File: src/rtl/vram_scheduler.sv
// vram_scheduler: arbitrates the single-port video RAM between the clear
// engine, the painter (writes) and the flasher (reads), and sequences the
// frame ring IDLE -> CLEAR -> PAINT -> FLASH.
module vram_scheduler #(
  parameter int                 ADDR_W           = 11,
  parameter int                 COLOR_W          = 3,
  parameter int                 DEPTH            = 1122,
  parameter logic [COLOR_W-1:0] BG_COLOR         = 3'b000,
  parameter logic               CLEAR_EACH_FRAME = 1'b1
) (
  input  logic               Clck,
  input  logic               Reset,
  input  logic               working,
  output logic               paint_start,
  input  logic               paint_done,
  output logic               flash_start,
  input  logic               flash_done,
  input  logic               wr_req,
  input  logic [ADDR_W-1:0]  wr_addr,
  input  logic [COLOR_W-1:0] wr_color,
  output logic               wr_ack,
  input  logic               rd_req,
  input  logic [ADDR_W-1:0]  rd_addr,
  output logic               rd_ack,
  output logic               rd_valid,
  output logic [COLOR_W-1:0] rd_data,
  output logic [ADDR_W-1:0]  ram_addr,
  output logic [COLOR_W-1:0] ram_data,
  output logic               ram_wren,
  input  logic [COLOR_W-1:0] ram_q,
  output logic [1:0]         phase,
  output logic [15:0]        frame_cnt,
  output logic               addr_err
);

  localparam logic [1:0] S_IDLE  = 2'd0;
  localparam logic [1:0] S_CLEAR = 2'd1;
  localparam logic [1:0] S_PAINT = 2'd2;
  localparam logic [1:0] S_FLASH = 2'd3;

  localparam logic [ADDR_W-1:0] LAST_ADDR = ADDR_W'(DEPTH - 1);

  logic [1:0]         state_r;
  logic [1:0]         state_nxt_s;
  logic               working_prev_r;
  logic               work_edge_s;
  logic [ADDR_W-1:0]  clr_cnt_r;
  logic               paint_start_r;
  logic               flash_start_r;
  logic [15:0]        frame_cnt_r;
  logic               addr_err_r;
  logic               rd_valid_r;
  logic [COLOR_W-1:0] rd_last_r;
  logic               wr_in_range_s;
  logic [ADDR_W-1:0]  ram_addr_s;
  logic [COLOR_W-1:0] ram_data_s;
  logic               ram_wren_s;
  logic               wr_ack_s;
  logic               rd_ack_s;

  assign work_edge_s   = working & ~working_prev_r;
  assign wr_in_range_s = (wr_addr <= LAST_ADDR);

  // Next-state decision for the frame ring.
  always_comb begin
    state_nxt_s = state_r;
    case (state_r)
      S_IDLE: begin
        if (work_edge_s) state_nxt_s = S_CLEAR;
        else             state_nxt_s = S_IDLE;
      end
      S_CLEAR: begin
        if (clr_cnt_r == LAST_ADDR) state_nxt_s = S_PAINT;
        else                        state_nxt_s = S_CLEAR;
      end
      S_PAINT: begin
        if (paint_done) state_nxt_s = S_FLASH;
        else            state_nxt_s = S_PAINT;
      end
      S_FLASH: begin
        if (!flash_done)           state_nxt_s = S_FLASH;
        else if (!working)         state_nxt_s = S_IDLE;
        else if (CLEAR_EACH_FRAME) state_nxt_s = S_CLEAR;
        else                       state_nxt_s = S_PAINT;
      end
      default: state_nxt_s = S_IDLE;
    endcase
  end

  // RAM bus ownership and same-cycle acks; Reset forces the bus idle at once.
  always_comb begin
    ram_addr_s = '0;
    ram_data_s = '0;
    ram_wren_s = 1'b0;
    wr_ack_s   = 1'b0;
    rd_ack_s   = 1'b0;
    if (Reset) begin
      ram_wren_s = 1'b0;
    end else begin
      case (state_r)
        S_CLEAR: begin
          ram_addr_s = clr_cnt_r;
          ram_data_s = BG_COLOR;
          ram_wren_s = 1'b1;
        end
        S_PAINT: begin
          ram_addr_s = wr_addr;
          ram_data_s = wr_color;
          wr_ack_s   = wr_req;
          ram_wren_s = wr_req & wr_in_range_s;
        end
        S_FLASH: begin
          ram_addr_s = rd_addr;
          rd_ack_s   = rd_req;
        end
        default: ram_wren_s = 1'b0;
      endcase
    end
  end

  // State, clear counter, start pulses, frame counter, sticky error, read pipe.
  always_ff @(posedge Clck) begin
    if (Reset) begin
      state_r        <= S_IDLE;
      working_prev_r <= 1'b0;
      clr_cnt_r      <= '0;
      paint_start_r  <= 1'b0;
      flash_start_r  <= 1'b0;
      frame_cnt_r    <= 16'd0;
      addr_err_r     <= 1'b0;
      rd_valid_r     <= 1'b0;
      rd_last_r      <= '0;
    end else begin
      state_r        <= state_nxt_s;
      working_prev_r <= working;
      if ((state_r == S_CLEAR) && (state_nxt_s == S_CLEAR)) clr_cnt_r <= clr_cnt_r + 1'b1;
      else                                                  clr_cnt_r <= '0;
      paint_start_r  <= (state_nxt_s == S_PAINT) && (state_r != S_PAINT);
      flash_start_r  <= (state_nxt_s == S_FLASH) && (state_r != S_FLASH);
      if ((state_r == S_FLASH) && flash_done) frame_cnt_r <= frame_cnt_r + 16'd1;
      else                                    frame_cnt_r <= frame_cnt_r;
      if ((state_r == S_PAINT) && wr_req && !wr_in_range_s) addr_err_r <= 1'b1;
      else                                                  addr_err_r <= addr_err_r;
      rd_valid_r     <= rd_ack_s;
      if (rd_valid_r) rd_last_r <= ram_q;
      else            rd_last_r <= rd_last_r;
    end
  end

  assign ram_addr    = ram_addr_s;
  assign ram_data    = ram_data_s;
  assign ram_wren    = ram_wren_s;
  assign wr_ack      = wr_ack_s;
  assign rd_ack      = rd_ack_s;
  assign rd_valid    = rd_valid_r & ~Reset;
  assign rd_data     = Reset ? '0 : (rd_valid_r ? ram_q : rd_last_r);
  assign phase       = state_r;
  assign paint_start = paint_start_r;
  assign flash_start = flash_start_r;
  assign frame_cnt   = frame_cnt_r;
  assign addr_err    = addr_err_r;

endmodule
File: config.mk
export PLATFORM = sky130hd
export DESIGN_NAME = vram_scheduler
export DESIGN_NICKNAME = d
export VERILOG_FILES = /design/src/rtl/vram_scheduler.sv
export SDC_FILE = /design/constraint.sdc
export NUM_CORES = 1
export LEC_CHECK = 0
export BUFFER_PORTS_ARGS = -buffer_cell sky130_fd_sc_hd__buf_2
export CORE_MARGIN = 2
export CORE_UTILIZATION = 48
export CTS_CLUSTER_SIZE = 28
export DETAILED_ROUTE_END_ITERATION = 8
export GPL_ROUTABILITY_DRIVEN = 1
export PLACE_DENSITY = 0.79
export RECOVER_POWER = 25
export SYNTH_ARGS = -nofsm -noshare
export SYNTH_HDL_FRONTEND = slang
export SYNTH_SLANG_ARGS = --single-unit
File: constraint.sdc
create_clock -name Clck -period 2 [get_ports Clck]
set_clock_uncertainty 0.05 [all_clocks]
set_input_delay 0.4 -clock Clck [delete_from_list [all_inputs] [get_ports Clck]]
set_output_delay 0.4 -clock Clck [all_outputs]
set_load 0.01 [all_outputs]
Word-level counts from Yosys, hierarchy flattened

Cells that the tools add are included.
Widths: inputs -> output; s select.

$add $sub $neg: 2
$lt $le $gt $ge: 1
Eq/ne operators: 9
Muxes and demuxes: 18
Bitwise operators: 6
Reduce and logical (&&, ||, !) cells: 9

Operators with widths:

| cell                  | number |
|---|---|
| $pmux 11 s3           | 1 |
| $add 16x1->16 const B | 1 |
| $mux 3                | 4 |
| $add 11x1->11 const B | 1 |
| $eq 11x11->1 const B  | 1 |
| $le 11x11->1 const B  | 1 |
| $mux 11               | 1 |
| $eq 2x2->1 const B    | 4 |
| $mux 1                | 8 |
| $pmux 2 s4            | 1 |
| $logic_and 1x1->1     | 6 |
| $eq 2x1->1 const B    | 2 |
| $mux 2                | 2 |
| $ne 2x2->1 const B    | 2 |
| $and 1x1->1           | 3 |
| $not 1->1             | 3 |
| $logic_not 2->1       | 1 |
| $pmux 1 s2            | 1 |
| $reduce_or 2->1       | 1 |
| $logic_not 1->1       | 1 |

Flip-flop bits (word level): 37
Input bits: 35
Output and inout bits: 42
Logic and storage cells: 54

Logic depth before layout (Yosys ltp)

Depth after elaboration: 8
Gate-level depth with buffers: 7
Depth with buffers taken out: 6

Worst setup path after synthesis

OpenSTA, ideal clock, no wires.

Path kind: register to output
Start point: register state_r[0] (netlist: phase[0])
End point: output port ram_addr[0]
Arrival: 1425 ps
Slack: 125 ps
Stages on the path, launching flop included: 6
Buffers on the path: 1
Path through: dfxtp_1 -> inv_1 -> ha_1 -> or2_2 -> clkbuf_1 -> nor2_1

Cells in the longest elaborated chain, start to end: 3

RTL lines:

| what                                            | line | source |
|---|---|---|
| start: declaration                              | 43   | `logic [1:0] state_r;` |
| start signal: assignment                        | 134  | `state_r <= state_nxt_s;` |
| $eq 2x2->1 / $eq 2x1->1 (equally long branches) | 100  | `case (state_r)` |
| $pmux 11 s3 (*)                                 | 100  |  |
| $mux 11 (*)                                     | 97   | `if (Reset) begin` |
| end: declaration                                | 27   | `output logic [ADDR_W-1:0] ram_addr,` |

Mark *: on every way between the ends. The rest lies on a longest branch, timed or not.

Worst setup path in the final report

Start point: register state_r[1] (netlist: phase[1])
End point: output port ram_addr[8]

Same word-level chain as after synthesis.

==> results.json <==
{
  "h-tree-depth": 2,
  "seqPwrFrac_pct": 47.9,
  "wl_um": 5190,
  "switchingPower_uw": 352,
  "track_usage_pct": 23.4,
  "synthDominantCellAreaShare_pct": 38.1,
  "wl_per_cell_um": 14.1,
  "port_buffers": 76,
  "min_period_ps": 2030,
  "ios": 77,
  "ys.flop_type": "dfxtp_1",
  "syn2layout_area_growth_pct": 38.2,
  "synthTopCellsByArea": "dfxtp_1 38%, a222oi_1 5.7%, nor2_1 5.2%, nor3_1 4.9%, ha_1 4.5%",
  "swShare_pct": 22.7,
  "tns_ps": -116,
  "chipWidth_um": 67.6,
  "whs_path_depth": 3,
  "synth.avg_cell_area_um2": 8.52,
  "dp_hpwl_um": 3700,
  "slew-limit-headroom_pct": 65.1,
  "whs_ps": 299,
  "post-synth-top-count-cell": "dfxtp_1",
  "gr-total-overflow": 0,
  "nets": 360,
  "violations": "negative setup slack",
  "async_flop_share_pct": 0,
  "worst_setup_path_end_kind": "primary output",
  "reg2reg_depth": 5,
  "irDropWorstVdd_mv": 0.315,
  "clock-sinks": 37,
  "dp.cells": 356,
  "cts.clk_slew.worst_paths_ps": 70,
  "setup_slack_ps": -34.2,
  "postSynthCellCount": 228,
  "grt_antenna_before_repair": 0,
  "hold_viol_final": 0,
  "grt_max_degree": 21,
  "cp.required_ps": 1550,
  "setup_viol": 6,
  "num_rows": 23,
  "synth_seq_cells": 37,
  "grt_pass1_vias": 1841,
  "synthesis.nets": 270,
  "power.share.clock_pct": 44.3,
  "reg2reg_from": "phase[0]$_SDFF_PP0_",
  "clock-root-buffer": "clkbuf_8",
  "drtAntennaViolNets": 0,
  "start_util_pct": 49.3,
  "tightest_slew_ps": 515,
  "avgViaCountPerCell": 5.60,
  "synthTopCellsByCount": "37 x dfxtp_1, 27 x nor2_1, 19 x nor3_1",
  "gp_congestion": 0.766,
  "die_area_um2": 4570,
  "clkLatencyLatePin_ps": 300,
  "max_clock_freq_mhz": 492,
  "seq_area_frac_synth_pct": 38.1,
  "finalCritPeriodShare_pct": 102,
  "place_ws_ps": 130,
  "fp.dieH_um": 67.6,
  "dr_total_vias": 2068,
  "p_per_area_nw_per_um2": 578,
  "first_pass_iters": 5,
  "status": "finished, violations left",
  "cts_tree": "yes",
  "crit_fanout": 8,
  "layout-drive-gt1-share_pct": 37.9,
  "pwr-share-comb_pct": 7.8,
  "drt_iter0_drc": 136,
  "fin_area_um2": 2690,
  "drv_cap": 0,
  "r2r_end": "frame_cnt[14]$_SDFFE_PP0P_",
  "hold_start": "working",
  "finalMaxSlewViolations": 0,
  "cellLeakagePower_nw": 1.12,
  "synth_cell_type_count": 44,
  "grt_setup_unrepaired": "yes",
  "core_region_area_um2": 3940,
  "yosysTopAreaCell": "dfxtp_1",
  "internal-power_mw": 1.20,
  "cts_made_buffers": 5,
  "whs_endpoint": "working_prev_r$_SDFF_PP0_",
  "grt_pass1_wl_um": 8050,
  "post-route-util_pct": 68.1,
  "finalPower_mw": 1.55,
  "synth_area_um2": 1940,
  "place_area_um2": 2440,
  "reg2reg_slack_ps": 40,
  "fin_cells": 369,
  "hp-class": "in -> reg",
  "criticalPathCategory": "reg -> out",
  "drc": 0,
  "synth_edf_count": 0,
  "diodes": 0,
  "yosysWarnings": 0,
  "cp-start-kind": "flip-flop",
  "holdBufCountCts": 0,
  "cts_max_path_buffers": 2,
  "arrival_ps": 1580
}
metal layers:
| metal | vias to the layer above | routed length (um) | part of all wire, % | track usage, % |
|---|---|---|---|---|
| met3 | 13 | 310 | 6.0 | 5.33 |
| met2 | 81 | 2540 | 49 | 40.4 |
| met5 | - | 0 | 0 | 0 |
| li1 | 1007 | - | - | - |
| met1 | 967 | 2230 | 43 | 27.4 |
| met4 | 0 | 113 | 2.2 | 10.2 |
critical path: stages (launching register included):
cell and delay (ps):
dfxtp_4 370, inv_2 50, ha_4 190, buf_6 140
a222oi_1 320, nor2_1 70, buf_2 140
registers in the layout, indices dropped and copies added, names as in the netlist:
signal	cells
rd_last_r	3
rd_valid_r	1
addr_err	1
flash_start	1
phase	2
frame_cnt	16
paint_start	1
clr_cnt_r	11
working_prev_r	1
worst max path at each step:
stage | from | endpoint | cells after the start
2_1_floorplan | phase[0]$_SDFF_PP0_ | ram_addr[0] | 5
6_report | phase[1]$_SDFF_PP0_ | ram_addr[8] | 6
3_5_place_dp | phase[0]$_SDFF_PP0_ | ram_addr[3] | 5
5_1_grt | phase[1]$_SDFF_PP0_ | ram_addr[1] | 6
3_3_place_gp | phase[0]$_SDFF_PP0_ | ram_addr[3] | 5
4_1_cts | phase[0]$_SDFF_PP0_ | ram_wren | 7
repair_timing:
action | 4_1_cts | 5_1_grt
setup buffers | 1 | 3
pin swaps | 8 | 5
resized for setup | 12 | 12
setup endpoints to repair | 12 | 15
cloned | 0 | 2
layout by cell type, fill, tap and decap left out, types with 3 or more instances in the layout:
| cell type | n |
|---|---|
| a21oi_1 | 8 |
| a21oi_2 | 3 |
| a222oi_1 | 11 |
| a31o_2 | 3 |
| and2_1 | 4 |
| and3_1 | 5 |
| buf_2 | 72 |
| buf_4 | 13 |
| clkbuf_1 | 4 |
| clkbuf_8 | 6 |
| dfxtp_1 | 35 |
| ha_1 | 3 |
| inv_1 | 10 |
| mux2i_1 | 3 |
| nand2_1 | 13 |
| nand3_1 | 8 |
| nand4_1 | 8 |
| nor2_1 | 27 |
| nor3_1 | 19 |
| o21a_1 | 3 |
| o21ai_0 | 3 |
| xnor2_1 | 9 |
| xor2_1 | 8 |
logic make-up after synthesis:
family / synth area share [%]
AOI/OAI and AO/OA: 14.9
xor gates and xnor gates: 7.66
adders and majority gates: 4.51
buffers and inverters: 5.34
DFF: 38.1
muxes: 1.55
and+or+nand+nor: 27.9
power groups by stage:
stage	logic [mW]	registers, mW	clock network (mW)
6_report	0.121	0.743	0.688
5_1_grt	0.132	0.744	0.724
4_1_cts	0.108	0.744	0.695
3_5_place_dp	0.101	0.760	0
3_3_place_gp	0.0995	0.760	0
2_1_floorplan	0.0436	0.761	0
layout make-up:
| type | instances | area [um^2] |
|---|---|---|
| multi-input combinational | 168 | 1150 |
| fill | 318 | 1260 |
| clock inverter | 2 | 37.5 |
| inverter | 12 | 45.0 |
| timing repair buffer | 94 | 556 |
| sequential | 37 | 748 |
| tap | 50 | 62.6 |
| clock buffer | 6 | 82.6 |
No activity file was read; power rests on OpenSTA's default activity.
